## src/rtl/cache_refill_ctrl_pkg.sv

```systemverilog
// Shared definitions for the cache miss-refill controller: refill FSM encoding,
// line geometry and the line-aligned address helper.
package cache_refill_ctrl_pkg;

  localparam int BEATS    = 8;
  localparam int BEAT_W   = 32;
  localparam int LINE_W   = BEATS * BEAT_W;
  localparam int OFFSET_W = 5;
  localparam int ADDR_W   = 32;
  localparam int LADDR_W  = ADDR_W - OFFSET_W;
  localparam int INDEX_W  = 3;

  typedef enum logic [1:0] {
    IDLE = 2'd0,
    REQ  = 2'd1,
    BEAT = 2'd2,
    FILL = 2'd3
  } refill_state_e;

  function automatic logic [ADDR_W-1:0] line_base(input logic [LADDR_W-1:0] line_addr);
    return {line_addr, {OFFSET_W{1'b0}}};
  endfunction

endpackage

```

## src/rtl/cache_refill_ctrl_line_assembler.sv

```systemverilog
// Collects memory read beats into one cache line, lowest word first, and flags
// the beat that completes the line.
module line_assembler #(
  parameter int BEATS  = 8,
  parameter int BEAT_W = 32,
  parameter int LINE_W = 256
) (
  input  logic              clk,
  input  logic              reset,
  input  logic              clear,
  input  logic              beat_en,
  input  logic [BEAT_W-1:0] beat_data,
  output logic [LINE_W-1:0] line_buf,
  output logic              last_beat
);
  import cache_refill_ctrl_pkg::*;

  localparam int CNT_W = $clog2(BEATS);

  logic [CNT_W-1:0]  beat_cnt_q, beat_cnt_d;
  logic [LINE_W-1:0] line_buf_q, line_buf_d;
  logic [BEATS-1:0]  slot_we;

  always_comb begin
    slot_we = '0;
    if (beat_en) begin
      slot_we[beat_cnt_q] = 1'b1;
    end
  end

  always_comb begin
    line_buf_d = line_buf_q;
    for (int i = 0; i < BEATS; i++) begin
      if (slot_we[i]) begin
        line_buf_d[i*BEAT_W +: BEAT_W] = beat_data;
      end
    end
  end

  // Counter wraps naturally after the final slot, ready for the next line.
  always_comb begin
    beat_cnt_d = beat_cnt_q;
    if (clear) begin
      beat_cnt_d = '0;
    end else if (beat_en) begin
      beat_cnt_d = beat_cnt_q + 1'b1;
    end
  end

  always_ff @(posedge clk or negedge reset) begin
    if (!reset) begin
      beat_cnt_q <= '0;
      line_buf_q <= '0;
    end else begin
      beat_cnt_q <= beat_cnt_d;
      line_buf_q <= line_buf_d;
    end
  end

  assign line_buf  = line_buf_q;
  assign last_beat = beat_en & (beat_cnt_q == CNT_W'(BEATS - 1));

endmodule

```

## src/rtl/cache_refill_ctrl.sv

```systemverilog
// Miss-refill controller: stalls the pipeline on a cache miss, reads the missing
// line from memory beat by beat and hands it to the cache with a one-cycle fill.
module cache_refill_ctrl #(
  parameter int BEATS  = cache_refill_ctrl_pkg::BEATS,
  parameter int BEAT_W = cache_refill_ctrl_pkg::BEAT_W,
  parameter int LINE_W = cache_refill_ctrl_pkg::LINE_W
) (
  input  logic              clk,
  input  logic              reset,
  input  logic              req_valid,
  input  logic              hit,
  input  logic [31:0]       pcOut,
  output logic              mem_req,
  output logic [31:0]       mem_addr,
  input  logic              mem_gnt,
  input  logic              mem_rvalid,
  input  logic [BEAT_W-1:0] mem_rdata,
  output logic              stall,
  output logic              fill_en,
  output logic [LINE_W-1:0] fill_line,
  output logic [2:0]        fill_index
);
  import cache_refill_ctrl_pkg::*;

  refill_state_e      state_q, state_d;
  logic [LADDR_W-1:0] line_addr_q, line_addr_d;
  logic               miss;
  logic               asm_clear;
  logic               beat_en;
  logic               last_beat;
  logic [LINE_W-1:0]  line_buf;
  logic               unused_pc_offset;

  assign unused_pc_offset = ^pcOut[OFFSET_W-1:0];

  assign miss      = req_valid & ~hit;
  assign asm_clear = (state_q == IDLE) & miss;
  assign beat_en   = (state_q == BEAT) & mem_rvalid;

  // Combinational so the pipeline freezes in the very cycle the miss shows up;
  // gated by reset so every output reads 0 while reset is held.
  assign stall = reset & ((state_q != IDLE) | miss);

  line_assembler #(
    .BEATS  (BEATS),
    .BEAT_W (BEAT_W),
    .LINE_W (LINE_W)
  ) u_line_assembler (
    .clk       (clk),
    .reset     (reset),
    .clear     (asm_clear),
    .beat_en   (beat_en),
    .beat_data (mem_rdata),
    .line_buf  (line_buf),
    .last_beat (last_beat)
  );

  always_comb begin
    state_d     = state_q;
    line_addr_d = line_addr_q;
    mem_req     = 1'b0;
    mem_addr    = '0;
    fill_en     = 1'b0;
    fill_line   = '0;
    fill_index  = '0;

    // Once a refill starts, only the latched line address matters.
    case (state_q)
      IDLE: begin
        if (miss) begin
          line_addr_d = pcOut[ADDR_W-1:OFFSET_W];
          state_d     = REQ;
        end
      end
      REQ: begin
        mem_req  = 1'b1;
        mem_addr = line_base(line_addr_q);
        if (mem_gnt) begin
          state_d = BEAT;
        end
      end
      BEAT: begin
        mem_addr = line_base(line_addr_q);
        if (last_beat) begin
          state_d = FILL;
        end
      end
      FILL: begin
        mem_addr   = line_base(line_addr_q);
        fill_en    = 1'b1;
        fill_line  = line_buf;
        fill_index = line_addr_q[INDEX_W-1:0];
        state_d    = IDLE;
      end
      default: begin
        state_d = IDLE;
      end
    endcase
  end

  always_ff @(posedge clk or negedge reset) begin
    if (!reset) begin
      state_q     <= IDLE;
      line_addr_q <= '0;
    end else begin
      state_q     <= state_d;
      line_addr_q <= line_addr_d;
    end
  end

endmodule

```

## config.mk

```make
export PLATFORM = sky130hd
export DESIGN_NAME = cache_refill_ctrl
export DESIGN_NICKNAME = d
export VERILOG_FILES = /design/src/rtl/cache_refill_ctrl_pkg.sv /design/src/rtl/cache_refill_ctrl_line_assembler.sv /design/src/rtl/cache_refill_ctrl.sv
export SDC_FILE = /design/constraint.sdc
export NUM_CORES = 1
export LEC_CHECK = 0
export ABC_AREA = 1
export BUFFER_PORTS_ARGS = -buffer_cell sky130_fd_sc_hd__buf_2
export CORE_MARGIN = 3
export CORE_UTILIZATION = 55
export DETAILED_ROUTE_END_ITERATION = 7
export MAX_ROUTING_LAYER = met4
export PLACE_DENSITY = 0.84
export REMOVE_ABC_BUFFERS = 1
export SLEW_MARGIN = 25
export SYNTH_ARGS = -nofsm -noshare
export SYNTH_HDL_FRONTEND = slang
export SYNTH_SLANG_ARGS = --single-unit
```

## constraint.sdc

```tcl
create_clock -name clk -period 3.6 [get_ports clk]
set_clock_uncertainty 0.2 [all_clocks]
set_input_delay 0.36 -clock clk [delete_from_list [all_inputs] [get_ports clk]]
set_output_delay 0.36 -clock clk [all_outputs]
set_load 0.05 [all_outputs]
```

Word-level counts from Yosys, hierarchy flattened
Cells that the tools add are included.
- register bits after elaboration: 288
- bits of input ports: 70
- output and inout bits: 294
- logic and storage cells: 49
- add/sub/neg operators: 1
- magnitude comparators: 2
- eq/ne operators: 7
- multiplexer cells: 14
- bitwise gates (word level): 7
- reduce and logical (&&, ||, !) cells: 7
- operator list (cell ; count):
    $mux 256 ; 1
    $mux 32 ; 1
    $mux 3 ; 3
    $mux 8 ; 1
    $pmux 2 s4 ; 1
    $mux 2 ; 3
    $ne 2x2->1 const B ; 3
    $and 1x1->1 ; 5
    $eq 2x2->1 const B ; 2
    $lt 3x4->1 const B ; 1
    $reduce_bool 2->1 ; 2
    $add 3x1->3 const B ; 1
    $demux 1 s3 ; 1
    $eq 3x3->1 const B ; 1
    $ge 3x1->1 const B ; 1
    $mux 1 ; 3
    $reduce_and 3->1 ; 1
    $reduce_or 3->1 ; 1
    $eq 2x1->1 const B ; 1
    $logic_not 2->1 ; 1
    $reduce_and 2->1 ; 1
    $logic_and 1x1->1 ; 1
    $not 1->1 ; 1
    $or 1x1->1 ; 1

Logic depth before layout (Yosys ltp)
- depth in word-level cells: 5
- gate-level depth with buffers: 8
- mapped depth without buffers: 7

By module
Synthesis repeated with hierarchy kept, for this count alone.
- cell total of the unflattened synthesis: 1887
- area, all modules: 13790.7 sq um
- modules (own cells, without submodules) (module ; instances ; cells each ; area an instance (sq um)):
    line_assembler ; 1 ; 1160 ; 10138.5
    cache_refill_ctrl ; 1 ; 727 ; 3652.3

Worst setup path after synthesis
OpenSTA, ideal clock, no wires.
- path type: register to output
- start: register state_q[0]
- end: output fill_line[246]
- data arrival time: 1.938 ns
- required time: 3.040 ns
- slack: 1.102 ns
- stages on the path, launching flop included: 7
- cell sequence: dfrtp_1 ha_1 buf_2 buf_2 buf_1 nand2_1 inv_1
- cells in the longest elaborated chain, start to end: 2
- ends and longest elaborated chain (element ; line ; text):
    start, declared ; cache_refill_ctrl.sv:25 ; refill_state_e state_q, state_d;
    start signal, assigned ; cache_refill_ctrl.sv:106 ; state_q <= state_d;
    $eq 2x2->1 ; cache_refill_ctrl.sv:68 ; case (state_q)
    $mux 256 ; cache_refill_ctrl.sv:68 ;
    end, declared ; cache_refill_ctrl.sv:20 ; output logic [LINE_W-1:0] fill_line,
No other way between the ends.

Final worst setup path
- start: register state_q[1]
- end: output fill_line[20]
The elaborated chain is that of the path after synthesis.

==> flow_summary.ini <==
[global_routing]
grt_pass1_wl_um = 56000
grt-ovfl-total = 0
grt_max_degree = 163
grt_pass1_vias = 11500
track_usage = 0.285
antenna_found_initial = 0

[run]
maxCapViolations = 0

[setup_path]
critPathMaxStageDelay_ns = 0.57
r2r_end = u_line_assembler.line_buf[88]
crit_chain = ha_4 -> buf_12 -> nand2_1 -> inv_1 -> buf_2
reg2reg_slack_ns = 1.00
worstSetupStartpointType = flip-flop
required_ns = 3.04
endpoint_kind = output pin
reg2reg_from = state_q[0]
critPathKind = reg2out
slowest_stage = ha_4
crit_path_max_fanout = 66
reg2reg_depth = 8
critPathArrivalTime_ns = 2.41

[placed_design]
place_area_um2 = 14600
globalplace.congestion = 0.854
place_ws_ns = 1.08
numPortBuffers = 353
hpwl_um = 21800

[floorplan]
start_util = 0.562
pin_count = 364
fp-row-count = 55
die_x_um = 158
core_um2 = 22700
die_area_um2 = 25100
die_y_um = 158

[detailed_routing]
wl_per_cell_um = 15.6
drt_iter0_drc = 1069
finalWirelength_um = 35600
first_pass_iters = 7
vias = 11600
ant_nets = 0
viasPerCell = 5.11
drc = 0

[clock_tree]
ctsResizeCount = 0
cts_setup_buffers = 0
cts_tree = done
clkTransAtPathRegs_ns = 0.06
htree_levels = 1
cts_sinks = 288
ctsHoldBuffers = 50
clk_path_buf_depth = 3
cts_buffers = 30
clockRootBuffer = clkbuf_16
clk_latency_ns = 0.53

[sta]
period_share = 0.824
relSlewSlack = 0.398
rsz0062_at_grt = false
finalWorstSetupSlack_ns = 0.632
maxSlewViolCount = 0
min_period_ns = 2.97
hold_viol = 0
setup_viol = 0
fmax_mhz = 337
hold-worst-slack_ns = 0.0255
worstMarginPinSlew_ns = 0.903

[yosys]
synthCells = 1607
ys_warn_count = 0
syn_area_um2 = 12800
synth_cell_types = 24
synth_seq_cells = 288
ys_seq_area_frac = 0.564
syn_avg_cell_area_um2 = 7.95

[min_path]
hold_path_class = in2reg
holdPathEnd = u_line_assembler.line_buf[128]
hold-path-cell-count = 3
holdCritStartpoint = mem_rdata[0]

[final_layout]
antenna_cells = 0
area_growth_pct = 26.5
fillers = 1690
layout.nets = 2044
drive_gt1_frac = 0.214
final_cell_area_um2 = 16200

[power_and_ir_drop]
leakagePower_nw = 10.6
vdd_drop_max_uv = 1010
p_per_area_nw_per_um2 = 803
power_mw = 13.0

[outcome]
status = complete, no violations
-- where the power goes --
group	switching, mW	internal [mW]
Combinational	3.59	1.19
Sequential	0.657	4.43
Clock	1.23	1.88
Total	5.48	7.50
-- cell usage in the layout, fill, tap and decap left out, types with 12 or more instances in the layout --
master           n
buf_2          352
clkbuf_1        12
clkbuf_16       31
dfrtp_1        288
dlygate4sd3_1   50
inv_1          329
nand2_1        557
nor2_1          29
o21ai_0        270
o21ai_1         13
-- critical path: cells and delay by family (launching register included) --
kind / cells / cell delay (ns)
DFF: 1 / 0.45
and+or+nand+nor: 1 / 0.10
buffers and inverters: 3 / 0.71
adders and majority gates: 1 / 0.57
-- cells in the mapped netlist --
cell type  count  area, um2
conb_1         1       3.75
buf_1          3       11.3
nor2_4         1       11.3
nand2_1      557       2090
buf_4          5       37.5
nand2_2        4       25.0
inv_1        329       1230
dfrtp_1      288       7210
clkbuf_1      11       41.3
o21ai_0      270       1350
a21boi_0       1       7.51
a21oi_1        2       10.0
nand3_1        1       5.00
nor2_1        30        113
nand2_4        5       56.3
clkbuf_2      22        110
nand4_1        2       12.5
nor3_1         1       5.00
nor2_2         2       12.5
inv_2          1       3.75
nor2_8         1       20.0
o21ai_1       13       65.1
buf_2         50        250
ha_1           7       87.6
-- how the worst max path moves through the flow --
stage	start	endpoint	slack [ns]	depth (start not counted)
final	state_q[1]	fill_line[20]	0.63	5
after global routing	state_q[1]	fill_line[84]	0.54	5
after CTS	state_q[1]	fill_line[244]	0.63	5
after detailed placement	state_q[0]	u_line_assembler.line_buf[82]	1.08	8
after global placement	state_q[0]	u_line_assembler.line_buf[86]	1.15	8
after floorplan	state_q[0]	fill_index[0]	-2.63	3
-- layer usage --
metal / global-route usage / routed length [um] / up-vias / share of wire
met5: - / 0 / - / 0
met4: 0.112 / 1160 / 0 / 0.033
met3: 0.0391 / 2560 / 95 / 0.072
met2: 0.467 / 17500 / 543 / 0.49
met1: 0.362 / 14400 / 5517 / 0.40
li1: - / - / 5470 / -
-- kinds of logic (layout without fill, tap and decap cells) --
kind of cell               Yosys count  after routing  synth area share
and+or+nand+nor                    604            604             0.184
buffers and inverters              421            801             0.132
DFF                                288            288             0.564
AOI/OAI and AO/OA                  286            286             0.112
adders and majority gates            7              7           0.00686
other                                1              5          0.000294
-- registers in the layout, summed over array words and instances (netlist names) --
signal / count
u_line_assembler.line_buf: 256
line_addr_q: 27
u_line_assembler.beat_cnt_q: 3
state_q: 2
-- layout make-up --
type	instances	area, um2	area share
multi-input combinational	902	3910	0.242
timing repair buffer	415	2450	0.152
sequential	288	7210	0.446
inverter	330	1240	0.0766
clock inverter	9	120	0.00743
tap	285	357	0.0221
clock buffer	47	876	0.0542
-- through the flow --
step,TNS (ns),cells,utilization
detailed placement,0,2169,0.644
global route,0,2276,0.712
global placement,0,2169,0.644
CTS,0,2275,0.710
finish,0,2276,0.712
floorplan,-683.49,1520,-
No activity file was read; power rests on OpenSTA's default activity.
